===== src/rtl/sgdmac_burst_splitter.sv =====
// Splits one {start_addr, byte_len} DMA command into AXI bursts of at most
// MAX_BEATS 32-bit beats that never cross a BOUNDARY-byte address boundary.
module sgdmac_burst_splitter #(
  parameter int MAX_BEATS = 16,
  parameter int BOUNDARY  = 4096
) (
  input  logic        clk,
  input  logic        rst_n,
  input  logic        cmd_valid_i,
  output logic        cmd_ready_o,
  input  logic [47:0] cmd_i,
  output logic        burst_valid_o,
  input  logic        burst_ready_i,
  output logic [31:0] burst_addr_o,
  output logic [3:0]  burst_len_o,
  output logic        burst_last_o,
  output logic        idle_o
);

  typedef enum logic {
    IDLE  = 1'b0,
    BURST = 1'b1
  } state_t;

  localparam logic [32:0] BND      = 33'(BOUNDARY);
  localparam logic [31:0] BND_MASK = 32'(BOUNDARY - 1);

  state_t      state_q, state_d;
  logic [31:0] cur_addr_q, cur_addr_d;
  logic [13:0] rem_words_q, rem_words_d;

  logic [4:0]  beats;
  logic [32:0] room_words;
  logic        last;
  logic        cmd_fire;
  logic        burst_fire;
  logic        unused_cmd_bits;

  // Address and length bits below word granularity carry no information.
  assign unused_cmd_bits = ^{cmd_i[17:16], cmd_i[1:0]};

  always_comb begin
    room_words = (BND - {1'b0, cur_addr_q & BND_MASK}) >> 2;
    beats      = 5'(MAX_BEATS);
    if (rem_words_q < 14'(MAX_BEATS)) beats = rem_words_q[4:0];
    if (room_words < 33'(beats))      beats = 5'(room_words);
  end

  assign last       = (14'(beats) == rem_words_q);
  assign cmd_fire   = cmd_valid_i && (state_q == IDLE);
  assign burst_fire = burst_ready_i && (state_q == BURST);

  always_comb begin
    state_d     = state_q;
    cur_addr_d  = cur_addr_q;
    rem_words_d = rem_words_q;
    if (cmd_fire) begin
      cur_addr_d  = {cmd_i[47:18], 2'b00};
      rem_words_d = cmd_i[15:2];
      state_d     = (cmd_i[15:2] != 14'd0) ? BURST : IDLE;
    end else if (burst_fire) begin
      cur_addr_d  = cur_addr_q + (32'(beats) << 2);
      rem_words_d = rem_words_q - 14'(beats);
      state_d     = last ? IDLE : BURST;
    end
  end

  always_ff @(posedge clk or negedge rst_n) begin
    if (!rst_n) begin
      state_q     <= IDLE;
      cur_addr_q  <= 32'd0;
      rem_words_q <= 14'd0;
    end else begin
      state_q     <= state_d;
      cur_addr_q  <= cur_addr_d;
      rem_words_q <= rem_words_d;
    end
  end

  // Outputs decode directly from registered state; len/last are gated so the
  // idle view (rem_words may be 0) never shows a wrapped beats-1.
  assign cmd_ready_o   = (state_q == IDLE);
  assign idle_o        = (state_q == IDLE);
  assign burst_valid_o = (state_q == BURST);
  assign burst_addr_o  = cur_addr_q;
  assign burst_len_o   = burst_valid_o ? 4'(beats - 5'd1) : 4'd0;
  assign burst_last_o  = burst_valid_o && last;

endmodule


===== config.mk =====
export PLATFORM = sky130hd
export DESIGN_NAME = sgdmac_burst_splitter
export DESIGN_NICKNAME = d
export VERILOG_FILES = /design/src/rtl/sgdmac_burst_splitter.sv
export SDC_FILE = /design/constraint.sdc
export NUM_CORES = 1
export LEC_CHECK = 0
export BUFFER_PORTS_ARGS = -buffer_cell sky130_fd_sc_hd__buf_4
export CORE_UTILIZATION = 48
export CTS_CLUSTER_SIZE = 16
export DETAILED_ROUTE_END_ITERATION = 8
export MAX_ROUTING_LAYER = met4
export PLACE_DENSITY = 0.84
export SLEW_MARGIN = 20
export SYNTH_ARGS = -nofsm -noshare
export SYNTH_HDL_FRONTEND = slang
export SYNTH_SLANG_ARGS = --single-unit

===== constraint.sdc =====
create_clock -name clk -period 5.2 [get_ports clk]
set_input_delay 0.78 -clock clk [delete_from_list [all_inputs] [get_ports clk]]
set_output_delay 0.78 -clock clk [all_outputs]
set_load 0.02 [all_outputs]

Word level (Yosys, flattened, before mapping)
Index checks and enable logic that the tools add are counted.
{"block": "op_classes", "add_sub_neg": 4, "n_lt_le_gt_ge": 2, "eq_ne": 1, "mux": 11, "bitwise_logic": 1, "reduce_logical": 5}
{"operator": "$mux 32", "count": 2}
{"operator": "$add 32x7->32", "count": 1}
{"operator": "$lt 31x5->1", "count": 1}
{"operator": "$mux 14", "count": 2}
{"operator": "$eq 5x14->1", "count": 1}
{"operator": "$lt 14x5->1 const B", "count": 1}
{"operator": "$reduce_bool 14->1", "count": 1}
{"operator": "$sub 13x12->14 const A", "count": 1}
{"operator": "$sub 14x5->14", "count": 1}
{"operator": "$mux 5", "count": 2}
{"operator": "$mux 1", "count": 4}
{"operator": "$mux 4", "count": 1}
{"operator": "$sub 4x1->4 const B", "count": 1}
{"operator": "$logic_and 1x1->1", "count": 3}
{"operator": "$reduce_bool 2->1", "count": 1}
{"operator": "$not 1->1", "count": 1}
{"block": "word_totals", "regBits": 47, "inputBits": 52, "elab_cells": 27}

Depth between registers and ports, before layout
{"block": "logic_depth", "word_depth": 8, "ltp_mapped": 23, "ltp_nobuf": 21}

Least setup slack after synthesis
No wires, ideal clock.
{"block": "synth_timing", "kind": "flip-flop to output port", "start": "reg rem_words_q[8]", "end": "out burst_last_o", "t_arrival_ns": 4.319, "required_ns": 4.420, "path_slack_ns": 0.101, "path_stages_with_launch": 18, "path_cell_list": "dfrtp_1 > or4_1 > or3_4 > or2_4 > clkinv_2 > nand2_1 > ha_1 > a21o_1 > o21a_1 > a2111oi_4 > and2_1 > buf_2 > nand2_1 > o21ai_0 > inv_1 > ha_1 > nand4_1 > nor4_1"}
{"block": "synth_between", "elab_chain_cells": 6}
{"item": "start, declared", "line_no": "30", "rtl": "logic [13:0] rem_words_q, rem_words_d;"}
{"item": "start signal, assigned", "line_no": "76", "rtl": "rem_words_q <= rem_words_d;"}
{"item": "$lt 14x5->1", "line_no": "45", "rtl": "if (rem_words_q < 14'(MAX_BEATS)) beats = rem_words_q[4:0];"}
{"item": "$mux 5", "line_no": "45"}
{"item": "$lt 31x5->1", "line_no": "46", "rtl": "if (room_words < 33'(beats)) beats = 5'(room_words);"}
{"item": "$mux 5", "line_no": "46"}
{"item": "$eq 5x14->1 *", "line_no": "49", "rtl": "assign last = (14'(beats) == rem_words_q);"}
{"item": "$logic_and 1x1->1 *", "line_no": "87", "rtl": "assign burst_last_o = burst_valid_o && last;"}
{"item": "end, declared", "line_no": "16", "rtl": "output logic burst_last_o,"}
Mark *: on every way between the ends. The rest lies on a longest branch, timed or not.

Final worst setup path
{"block": "layout_timing", "start": "reg rem_words_q[7]", "end": "out burst_last_o"}
Same word-level chain as after synthesis.

==> impl_summary.txt <==
----------------------------------------------------
[Floorplanning]
  Chip height ... around 86 µm
  Initial core utilization ... around half
  Area of the die ... 0.007430 mm²
  Core Footprint ... between 0.006 and 0.007 mm²
  Number of ports placed on the die boundary ... 92
  Number of placement rows ... 30
  Die width ... roughly 86 µm

[STA]
  Final-report max-slew violation count ... 0
  Transition time at the pin with the least slew margin ... ~750 ps
  Maximum frequency from static timing analysis ... roughly 200 MHz
  Hold WS ... between 400 and 500 ps
  Share of the cycle needed by the critical path after routing ... 97.93%
  Final setup violating endpoints ... 0
  Final hold violation count ... 0
  Clock period minus final worst setup slack ... between 5000 and 6000 ps
  Relative slew slack ... between 40% and 50%
  Final TNS setup ... 0 ps
  Max Clock Skew ... around 12 ps
  Setup slack after layout ... 107.8 ps

[GRT]
  Pin count of the biggest net entering global routing ... 60
  Combined global-route utilization of all metal layers ... between 20 and 30%
  First-pass GRT wire length ... 16.78 mm
  Number of antenna violations at the first check in global routing ... 0
  GR Overflow Total ... 0
  Vias in the first global route ... between 3000 and 4000

[Layout]
  Area growth from synthesis to final layout ... 34.71%
  Layout cell share with drive strength beyond 1 ... between 30% and 40%
  Most common library cell in the layout ignoring fill and taps ... sky130_fd_sc_hd__buf_4
  Antenna diode count ... 0
  Post-layout instance area ... approximately 0.0046 mm²
  Post-layout nets ... a little under 600
  Register area ... roughly 0.0011 mm²
  Filler cell count ... about 550
  Top library cells by usage in the layout, fill and taps aside ... 119 x sky130_fd_sc_hd__buf_4, 52 x sky130_fd_sc_hd__nand2_1, 45 x sky130_fd_sc_hd__dfrtp_1
  Multi-input logic area ... 0.002223 mm²

[Yosys]
  Portion of the post-synthesis area used by sequential elements ... roughly a third
  Share of async-settable or async-resettable flops after synthesis ... 100.0%
  Warnings, synthesis ... 0
  Number of cells produced by synthesis ... between 400 and 500
  Cell area after technology mapping ... between 0.003 and 0.004 mm²
  Synthesized area per cell ... 8.240 µm²
  Post-synthesis cell type count ... between 60 and 70
  Number of synthesized register bits ... 45
  Count of flip-flops with a built-in enable after synthesis ... 0
  Prevailing post-synth register cell ... sky130_fd_sc_hd__dfrtp_1

[Critical path]
  Worst path arrival time ... roughly 4300 ps
  Delay-heaviest family, CP ... simple AND/OR/NAND/NOR gates
  Crit-path max cell delay ... roughly 540 ps
  Crit. End Element ... output pin
  Crit-path max FO ... 5
  Crit Reg-Reg Startpoint ... rem_words_q[7]
  Most repeated library cell on the critical path ... sky130_fd_sc_hd__ha_4
  Crit path launch ... rem_words_q[7]
  CP Data Required Time ... 4420 ps
  Buffering stage count on the worst path with inverters included ... 3
  Worst setup SP type ... flop
  Category of the critical setup timing path ... reg2out
  Cell chain of the critical path ... or4_1 -> or3_4 -> or2_4 -> clkinv_4 -> nand2_2 -> ha_4 -> a21o_1 -> o21a_1 -> a2111oi_4 -> and2_4 -> nand2_1 -> o21ai_2 -> inv_2 -> ha_4 -> nand4_1 -> nor4_2 -> buf_4
  Cell with the largest stage delay on the worst path ... sky130_fd_sc_hd__or4_1

[Routing]
  Post-detailed-route DRC marker count ... 0
  Routed via count divided by cell count ... 6.063
  Met3 wire length ... ~750 µm
  Highest metal layer with signal wires ... met4
  Total length of routed wires ... about 11 mm
  Met2 wire length ... approximately 5.2 mm
  WL per Instance ... about 17 µm
  Count of vias placed by the detailed router ... 3747
  Antenna violation net count after detailed routing ... 0
  DRT iter0 DRCs ... between 300 and 400
  Routed metal-1 wire length ... 4.399 mm
  Pre-Repair DR Iteration Count ... 5

[Pwr]
  Total power density per cell area ... a little over 400 mW/mm²
  Peak supply drop ... 0.0002399 V
  Leakage power summed over all cells ... 0.002044 µW

[Clocking]
  Clock network latency to the later pin of the worst-skew pair ... roughly 310 ps
  Worst-path clk slew ... ~100 ps
  Library cell used as clock root buffer ... sky130_fd_sc_hd__clkbuf_8
  Clock sink count ... 45
  Clock Path Buffers ... 2
  H-tree depth reported by CTS ... 2
  CTS tree ... built
  Number of clock buffers inserted by TritonCTS ... 5

[Placed design]
  Placed inst area ... 0.004244 mm²
  DP Wirelength ... about 7 mm
  Pre-CTS setup slack ... roughly 37 ps
  Input/output buffers ... 85
  Gp weighted congestion ... around 0.96

[Flow run]
  Max-capacitance violation count ... 0

[Min path]
  Hold WC Path Type ... in2async

[Status]
  Result of the run ... finished clean

----------------------------------------------------
## sequential cells by signal (all words and copies together), names as in the netlist
signal,flops
burst_valid_o,1
burst_addr_o,30
rem_words_q,14
## routing by layer
| layer | up-vias | global-route usage [%] |
|---|---|---|
| met5 | - | - |
| met2 | 201 | 46.90 |
| met3 | 40 | 4.286 |
| met1 | 1768 | 37.15 |
| li1 | 1738 | - |
| met4 | 0 | 10.15 |
## cells in the mapped netlist (3+ instances only)
cell / number / share of area (%)
sky130_fd_sc_hd__a21o_1: 3 / 0.66
sky130_fd_sc_hd__o21ai_0: 42 / 6.2
sky130_fd_sc_hd__nand3b_1: 3 / 0.66
sky130_fd_sc_hd__o311ai_0: 7 / 1.8
sky130_fd_sc_hd__buf_2: 3 / 0.44
sky130_fd_sc_hd__ha_1: 16 / 5.9
sky130_fd_sc_hd__xor2_1: 17 / 4.4
sky130_fd_sc_hd__and3_1: 5 / 0.92
sky130_fd_sc_hd__xnor2_1: 6 / 1.5
sky130_fd_sc_hd__a31oi_1: 3 / 0.55
sky130_fd_sc_hd__inv_1: 15 / 1.7
sky130_fd_sc_hd__or3_1: 5 / 0.92
sky130_fd_sc_hd__nand4_1: 6 / 1.1
sky130_fd_sc_hd__nor4_1: 8 / 1.5
sky130_fd_sc_hd__a22oi_1: 10 / 2.2
sky130_fd_sc_hd__o211ai_1: 10 / 2.2
sky130_fd_sc_hd__nor3_1: 7 / 1.0
sky130_fd_sc_hd__buf_4: 3 / 0.66
sky130_fd_sc_hd__nand2_1: 55 / 6.1
sky130_fd_sc_hd__dfrtp_1: 45 / 33
sky130_fd_sc_hd__a221o_1: 6 / 1.8
sky130_fd_sc_hd__a21oi_1: 18 / 2.6
sky130_fd_sc_hd__nor2_1: 28 / 3.1
sky130_fd_sc_hd__nor2b_1: 6 / 1.1
sky130_fd_sc_hd__or4_1: 4 / 0.88
sky130_fd_sc_hd__nand3_1: 22 / 3.2
sky130_fd_sc_hd__clkbuf_1: 15 / 1.7
## repair_timing
item / 4_1_cts / 5_1_grt
pin swaps: 7 / 8
gates resized for setup: 11 / 15
hold buffers: 0 / 0
gates cloned: 0 / 1
setup endpoints to repair: 8 / 34
setup buffers: 7 / 6
## power by group
group / total (µW) / switching, µW / internal, µW
Sequential: 595 / 144 / 451
Combinational: 942 / 501 / 440
Clock: 322 / 131 / 191
Total: 1860 / 776 / 1080
## logic make-up (layout without fill, tap and decap cells)
kind of cell	count (synthesis)	after routing	share of synthesized area [%]
other	1	2	0.1102
xor gates and xnor gates	23	23	5.919
and+or+nand+nor	170	170	25.88
buffers and inverters	37	145	4.558
DFF	45	45	33.09
adders and majority gates	16	16	5.882
AOI/OAI and AO/OA	121	121	24.56
## worst paths after layout
kind	endpoint	slack, ps	cells past startpoint
max in group asynchronous	burst_addr_o[6]	4310	1
worst min-delay path	burst_valid_o	470	1
min in group clk	burst_addr_o[26]	580	1
worst max-delay path	burst_last_o	110	17
worst min register to register	burst_addr_o[26]	580	1
worst max register to register	burst_addr_o[15]	180	23
## final cells by class
cell class / instances / area share, %
Clock buffer: 5 / 1.501
Clock inverter: 3 / 1.419
Multi-Input combinational cell: 332 / 48.50
Timing Repair Buffer: 121 / 19.98
Sequential cell: 45 / 24.56
Inverter: 16 / 1.419
Tap cell: 96 / 2.620
## per-stage QoR
step,power [µW],instances,util (%)
floorplan,1105,414,-
global placement,1374,596,62.12
detailed placement,1412,596,62.12
CTS,1790,611,65.53
global route,1968,618,67.11
finish,1859,618,67.11
Note: power is estimated with default switching activity, not from simulation.
